$ cat config.mk
export PLATFORM = sky130hd
export DESIGN_NAME = rc4_ksa_fsm
export DESIGN_NICKNAME = d
export VERILOG_FILES = /design/src/rtl/rc4_pkg.sv /design/src/rtl/rc4_key_byte_sel.sv /design/src/rtl/rc4_ksa_fsm.sv
export SDC_FILE = /design/constraint.sdc
export NUM_CORES = 1
export LEC_CHECK = 0
export BUFFER_PORTS_ARGS = -buffer_cell sky130_fd_sc_hd__clkbuf_2
export CORE_UTILIZATION = 55
export DETAILED_ROUTE_END_ITERATION = 12
export GPL_TIMING_DRIVEN = 0
export PLACE_DENSITY = 0.81
export SYNTH_ARGS = -nofsm -noshare
export SYNTH_HDL_FRONTEND = slang
export SYNTH_SLANG_ARGS = --single-unit
export TNS_END_PERCENT = 30
$ cat constraint.sdc
create_clock -name clock -period 7.8 [get_ports clock]
set_clock_uncertainty 0.1 [all_clocks]
set_input_delay 1.56 -clock clock [delete_from_list [all_inputs] [get_ports clock]]
set_output_delay 1.56 -clock clock [all_outputs]
set_load 0.005 [all_outputs]
$ cat src/rtl/rc4_pkg.sv
// Shared RC4 definitions: S-box size, per-index loop length and the
// key-schedule FSM state encoding used by the KSA and decrypt stages.
package rc4_pkg;

  localparam int S_SIZE      = 256;
  localparam int LOOP_CYCLES = 8;

  typedef logic [3:0] state_t;

  localparam state_t ST_IDLE       = 4'd0;
  localparam state_t ST_INIT       = 4'd1;
  localparam state_t ST_RD_SI_ADDR = 4'd2;
  localparam state_t ST_RD_SI_CAP  = 4'd3;
  localparam state_t ST_CALC_J     = 4'd4;
  localparam state_t ST_RD_SJ_ADDR = 4'd5;
  localparam state_t ST_RD_SJ_CAP  = 4'd6;
  localparam state_t ST_WR_SI      = 4'd7;
  localparam state_t ST_WR_SJ      = 4'd8;
  localparam state_t ST_NEXT_I     = 4'd9;
  localparam state_t ST_DONE       = 4'd10;

  // Cycles from the first INIT cycle to the DONE cycle.
  function automatic int ksa_run_cycles();
    return S_SIZE * (1 + LOOP_CYCLES);
  endfunction

endpackage

$ cat src/rtl/rc4_key_byte_sel.sv
// Selects one byte of the secret key by index; byte 0 is the most
// significant byte of the key bus.
module rc4_key_byte_sel #(
  parameter int KEY_LENGTH = 3,
  parameter int IDX_W      = 2
) (
  input  logic [8*KEY_LENGTH-1:0] key_i,
  input  logic [IDX_W-1:0]        idx_i,
  output logic [7:0]              byte_o
);

  always_comb begin
    byte_o = '0;
    for (int k = 0; k < KEY_LENGTH; k++) begin
      if (idx_i == IDX_W'(k)) byte_o = key_i[8*(KEY_LENGTH-1-k) +: 8];
    end
  end

endmodule

$ cat src/rtl/rc4_ksa_fsm.sv
// RC4 key-scheduling FSM: initialises the S RAM to the identity permutation,
// then permutes it with the secret key using a single-port registered-read RAM.
module rc4_ksa_fsm
  import rc4_pkg::*;
#(
  parameter int KEY_LENGTH = 3
) (
  input  logic                    clock,
  input  logic                    i_reset,
  input  logic                    start,
  input  logic [8*KEY_LENGTH-1:0] secret_key,
  input  logic [7:0]              s_q,
  output logic [7:0]              address,
  output logic [7:0]              data,
  output logic                    s_wren,
  output logic                    busy,
  output logic                    finish
);

  localparam int         KIDX_W = (KEY_LENGTH > 1) ? $clog2(KEY_LENGTH) : 1;
  localparam logic [7:0] LAST_I = 8'(S_SIZE - 1);
  localparam logic [KIDX_W-1:0] LAST_KIDX = KIDX_W'(KEY_LENGTH - 1);

  state_t            state_q, state_d;
  logic [7:0]        i_q, i_d;
  logic [7:0]        j_q, j_d;
  logic [7:0]        si_q, si_d;
  logic [7:0]        sj_q, sj_d;
  logic [KIDX_W-1:0] kidx_q, kidx_d;
  logic [7:0]        key_byte;

  rc4_key_byte_sel #(
    .KEY_LENGTH (KEY_LENGTH),
    .IDX_W      (KIDX_W)
  ) u_key_sel (
    .key_i  (secret_key),
    .idx_i  (kidx_q),
    .byte_o (key_byte)
  );

  always_comb begin
    state_d = state_q;
    i_d     = i_q;
    j_d     = j_q;
    si_d    = si_q;
    sj_d    = sj_q;
    kidx_d  = kidx_q;
    case (state_q)
      ST_IDLE: begin
        if (start) begin
          i_d     = '0;
          j_d     = '0;
          kidx_d  = '0;
          state_d = ST_INIT;
        end
      end
      ST_INIT: begin
        i_d = i_q + 8'd1;
        if (i_q == LAST_I) state_d = ST_RD_SI_ADDR;
      end
      ST_RD_SI_ADDR: state_d = ST_RD_SI_CAP;
      ST_RD_SI_CAP: begin
        si_d    = s_q;
        state_d = ST_CALC_J;
      end
      ST_CALC_J: begin
        j_d     = j_q + si_q + key_byte;
        state_d = ST_RD_SJ_ADDR;
      end
      ST_RD_SJ_ADDR: state_d = ST_RD_SJ_CAP;
      ST_RD_SJ_CAP: begin
        sj_d    = s_q;
        state_d = ST_WR_SI;
      end
      ST_WR_SI: state_d = ST_WR_SJ;
      ST_WR_SJ: state_d = ST_NEXT_I;
      ST_NEXT_I: begin
        i_d    = i_q + 8'd1;
        kidx_d = (kidx_q == LAST_KIDX) ? '0 : kidx_q + 1'b1;
        state_d = (i_q == LAST_I) ? ST_DONE : ST_RD_SI_ADDR;
      end
      ST_DONE: state_d = ST_IDLE;
      default: state_d = ST_IDLE;
    endcase
  end

  // Both writes of a swap use values captured before either write, so an
  // i == j swap rewrites the same original byte twice.
  always_comb begin
    address = '0;
    data    = '0;
    s_wren  = 1'b0;
    case (state_q)
      ST_INIT: begin
        address = i_q;
        data    = i_q;
        s_wren  = 1'b1;
      end
      ST_RD_SI_ADDR, ST_RD_SI_CAP: address = i_q;
      ST_RD_SJ_ADDR, ST_RD_SJ_CAP: address = j_q;
      ST_WR_SI: begin
        address = i_q;
        data    = sj_q;
        s_wren  = 1'b1;
      end
      ST_WR_SJ: begin
        address = j_q;
        data    = si_q;
        s_wren  = 1'b1;
      end
      default: ;
    endcase
  end

  assign busy   = (state_q != ST_IDLE);
  assign finish = (state_q == ST_DONE);

  always_ff @(posedge clock) begin
    if (i_reset) begin
      state_q <= ST_IDLE;
      i_q     <= '0;
      j_q     <= '0;
      si_q    <= '0;
      sj_q    <= '0;
      kidx_q  <= '0;
    end else begin
      state_q <= state_d;
      i_q     <= i_d;
      j_q     <= j_d;
      si_q    <= si_d;
      sj_q    <= sj_d;
      kidx_q  <= kidx_d;
    end
  end

endmodule
==> metrics.txt <==
outcome finished, final reports clean; crit-path most repeated cell buf_2; post-CTS resize count 0; DIE AREA about 4800 um2; Starting DRT DRC Count 242; # IOs 54; layout cells sized above 1 roughly a fifth; wire per inst 14.9 um; FMAX 250 MHz; post-synth net total approximately 360; Skew-Pair Late Insertion Delay approximately 0.29 ns; CTS sink count 38; part of the cycle the worst path needs about 51%; Max Cap Viol 0; CP max-delay cell nor3_2; Worst VDD drop 0.000161 V; # nets final 422; CP Data Required Time 6.14 ns; vias in the first global route around 2200; syn avg cell area about 7.9 um2; Tot Pwr 532 uW; DP HPWL between 4000 and 5000 um; Cells after DPL roughly 420; GP Congestion approximately 0.84; measured slew at the worst slew-check pin 0.927 ns; register area 761 um2; Initial Util between 50 and 60%; Root Buffer clkbuf_8; ys async rst share 0%; Place WS about 3.8 ns; Pre-antenna DRT Iters 4; Inserted Clock Buffers 5; Setup TNS 0 ns; gr usage total about 29%; top-area cell type share of the netlist area between 30% and 40%; hold crit path type reg2reg; CP Cell Sequence buf_2, nand2b_1, nor3_2, buf_2, nand2_1, o21ai_0, clkbuf_2; post-route ant nets 0; power share of the clock group 31.0%; NetSw around 170 uW; synth unique cells 46; Die Width a little under 70 um; synth warn 0; Overflow after GRT 0; H-tree lvl count 2; Port Buffers 52; Worst-path clk slew approximately 0.070 ns; Hold Vio Cnt, Final 0; area leader, netlist dfxtp_1; final setup margin ~3.8 ns; number of synthesized flops with an enable pin 0; main area contributors after synthesis dfxtp_1 31%, nand2_1 8.4%, mux2i_1 6.9%, fa_1 6.5%, nor2_1 4.9%; Worst Setup Path Type reg2out; sequential area share after synthesis a little under a third; Seq cells post-synth 38; total number of vias roughly 2400; initial antenna violation count 0; Vias/cell between 5 and 6; relative slew slack 37.7%; worst-path maximum fanout 10; core area 4140 um2; Sw Ratio 32.6%; max incr delay on CP ~0.56 ns; # fillers between 300 and 400; most frequent cells in the layout 55 x nand2_1, 52 x clkbuf_2, 38 x dfxtp_1; Area Overhead vs Synth 17.5%; Main synth FF type dfxtp_1; Pins Over Slew Limit 0; CTS Hold Bufs 0; Mapped Cells roughly 310; Final setup viols 0; most common cell after layout, fill and taps aside nand2_1; Rows 23; Static Leak between 1 and 1.5 nW; combinational share of power 28.3%; Die Span Y 69.0 um; WL final between 6000 and 7000 um; sequential share of power between 40% and 50%; final hold slack ~0.4 ns; PD cells about 180 nW/um2; Antenna Cells 0; final std cells w/o fill around 420; RSZ-0062 raised after global routing no; post-CTS setup buffers 0; Critical Path AT between 2 and 2.5 ns; Bufs and invs on worst path 3; Crit path max-delay family simple AND/OR/NAND/NOR gates; Residual DRC 0; mapped cell area 2470 um2; largest net degree at the start of global routing 13; Clock Tree Buf Depth 2; CTS tree yes; multi-input logic area approximately 1600 um2; Tmin final 4.00 ns; Startpoint Class flip-flop; Crit. End Element primary output; first-pass GRT wire length between 10000 and 15000 um; Internal Power between 300 and 400 uW
## layer usage
layer  vias to the layer above  share of wire (%)  track usage, %
met3                         5                8.6            6.58
li1                       1215                  -               -
met4                         0               0.84            7.91
met5                         -                  0               0
met1                      1112                 44            39.4
met2                       106                 47            47.6
## cells by family (layout without fill, tap and decap cells)
kind of cell    count (synthesis)  in the layout  synth area share, %
compound gates                 71             71                 17.9
fa+ha+maj                      15             15                 10.0
simple gates                  137            137                 26.2
buf+inv                        25             85                 4.67
flops                          38             38                 30.8
xor+xnor                       10             10                 3.55
mux                            17             17                 6.90
## area by class of cell
| type | instances | share of cell area (%) |
|---|---|---|
| Clock buffer | 5 | 2.37 |
| Clock inverter | 3 | 1.38 |
| Sequential cell | 38 | 26.2 |
| Inverter | 7 | 0.906 |
| Multi-Input combinational cell | 250 | 54.9 |
| Buffer | 18 | 3.06 |
| Tap cell | 50 | 2.16 |
| Timing Repair Buffer | 52 | 8.98 |
## registers in the layout, indices dropped and copies added (netlist names)
name,flops
i_q,8
j_q,8
kidx_q,2
si_q,8
sj_q,8
state_q,4
## metrics by stage
stage	cell area, um2	util (%)
CTS	2900	70.0
global route	2900	70.0
global placement	2790	67.3
detailed placement	2790	67.3
floorplan	2470	-
finish	2900	70.0
## tightest hold or removal path: stages, from the launching register on
cell and delay [ns]:
dfxtp_1 0.34, mux2i_1 0.07, nor2_1 0.07
## cells in the mapped netlist, types with 2 or more instances
cell / count
buf_6: 2
nand2_1: 55
or4_1: 2
mux2i_1: 17
ha_1: 7
o21a_1: 2
nand3_1: 9
o21ai_0: 19
nand2b_4: 2
nor2_1: 32
a21oi_1: 20
nor3b_1: 2
inv_1: 7
nand3b_1: 2
a22oi_1: 15
or3_1: 2
nor2b_1: 4
dfxtp_1: 38
clkbuf_1: 10
nand2b_1: 2
xnor2_1: 5
xor2_1: 5
fa_1: 8
and3_1: 2
nor3_1: 14
a31oi_1: 2
nand4_1: 2
buf_2: 5
nor3_2: 2
nor4_1: 2
a211oi_1: 2
## power groups by stage
stage / Sequential (mW) / Combinational, mW / Clock [mW]
floorplan: 0.217 / 0.107 / 0
global placement: 0.220 / 0.146 / 0
detailed placement: 0.221 / 0.148 / 0
CTS: 0.216 / 0.149 / 0.166
global route: 0.217 / 0.169 / 0.176
finish: 0.216 / 0.151 / 0.165
## final timing paths
kind	end	slack, ns	cells past startpoint	from
worst min register to register	sj_q[0]	0.40	2	sj_q[0]
worst max register to register	j_q[7]	4.45	12	kidx_q[0]
worst max-delay path	address[7]	3.80	7	state_q[2]
worst min-delay path	sj_q[0]	0.40	2	sj_q[0]
Note: power is estimated with default switching activity, not from simulation.
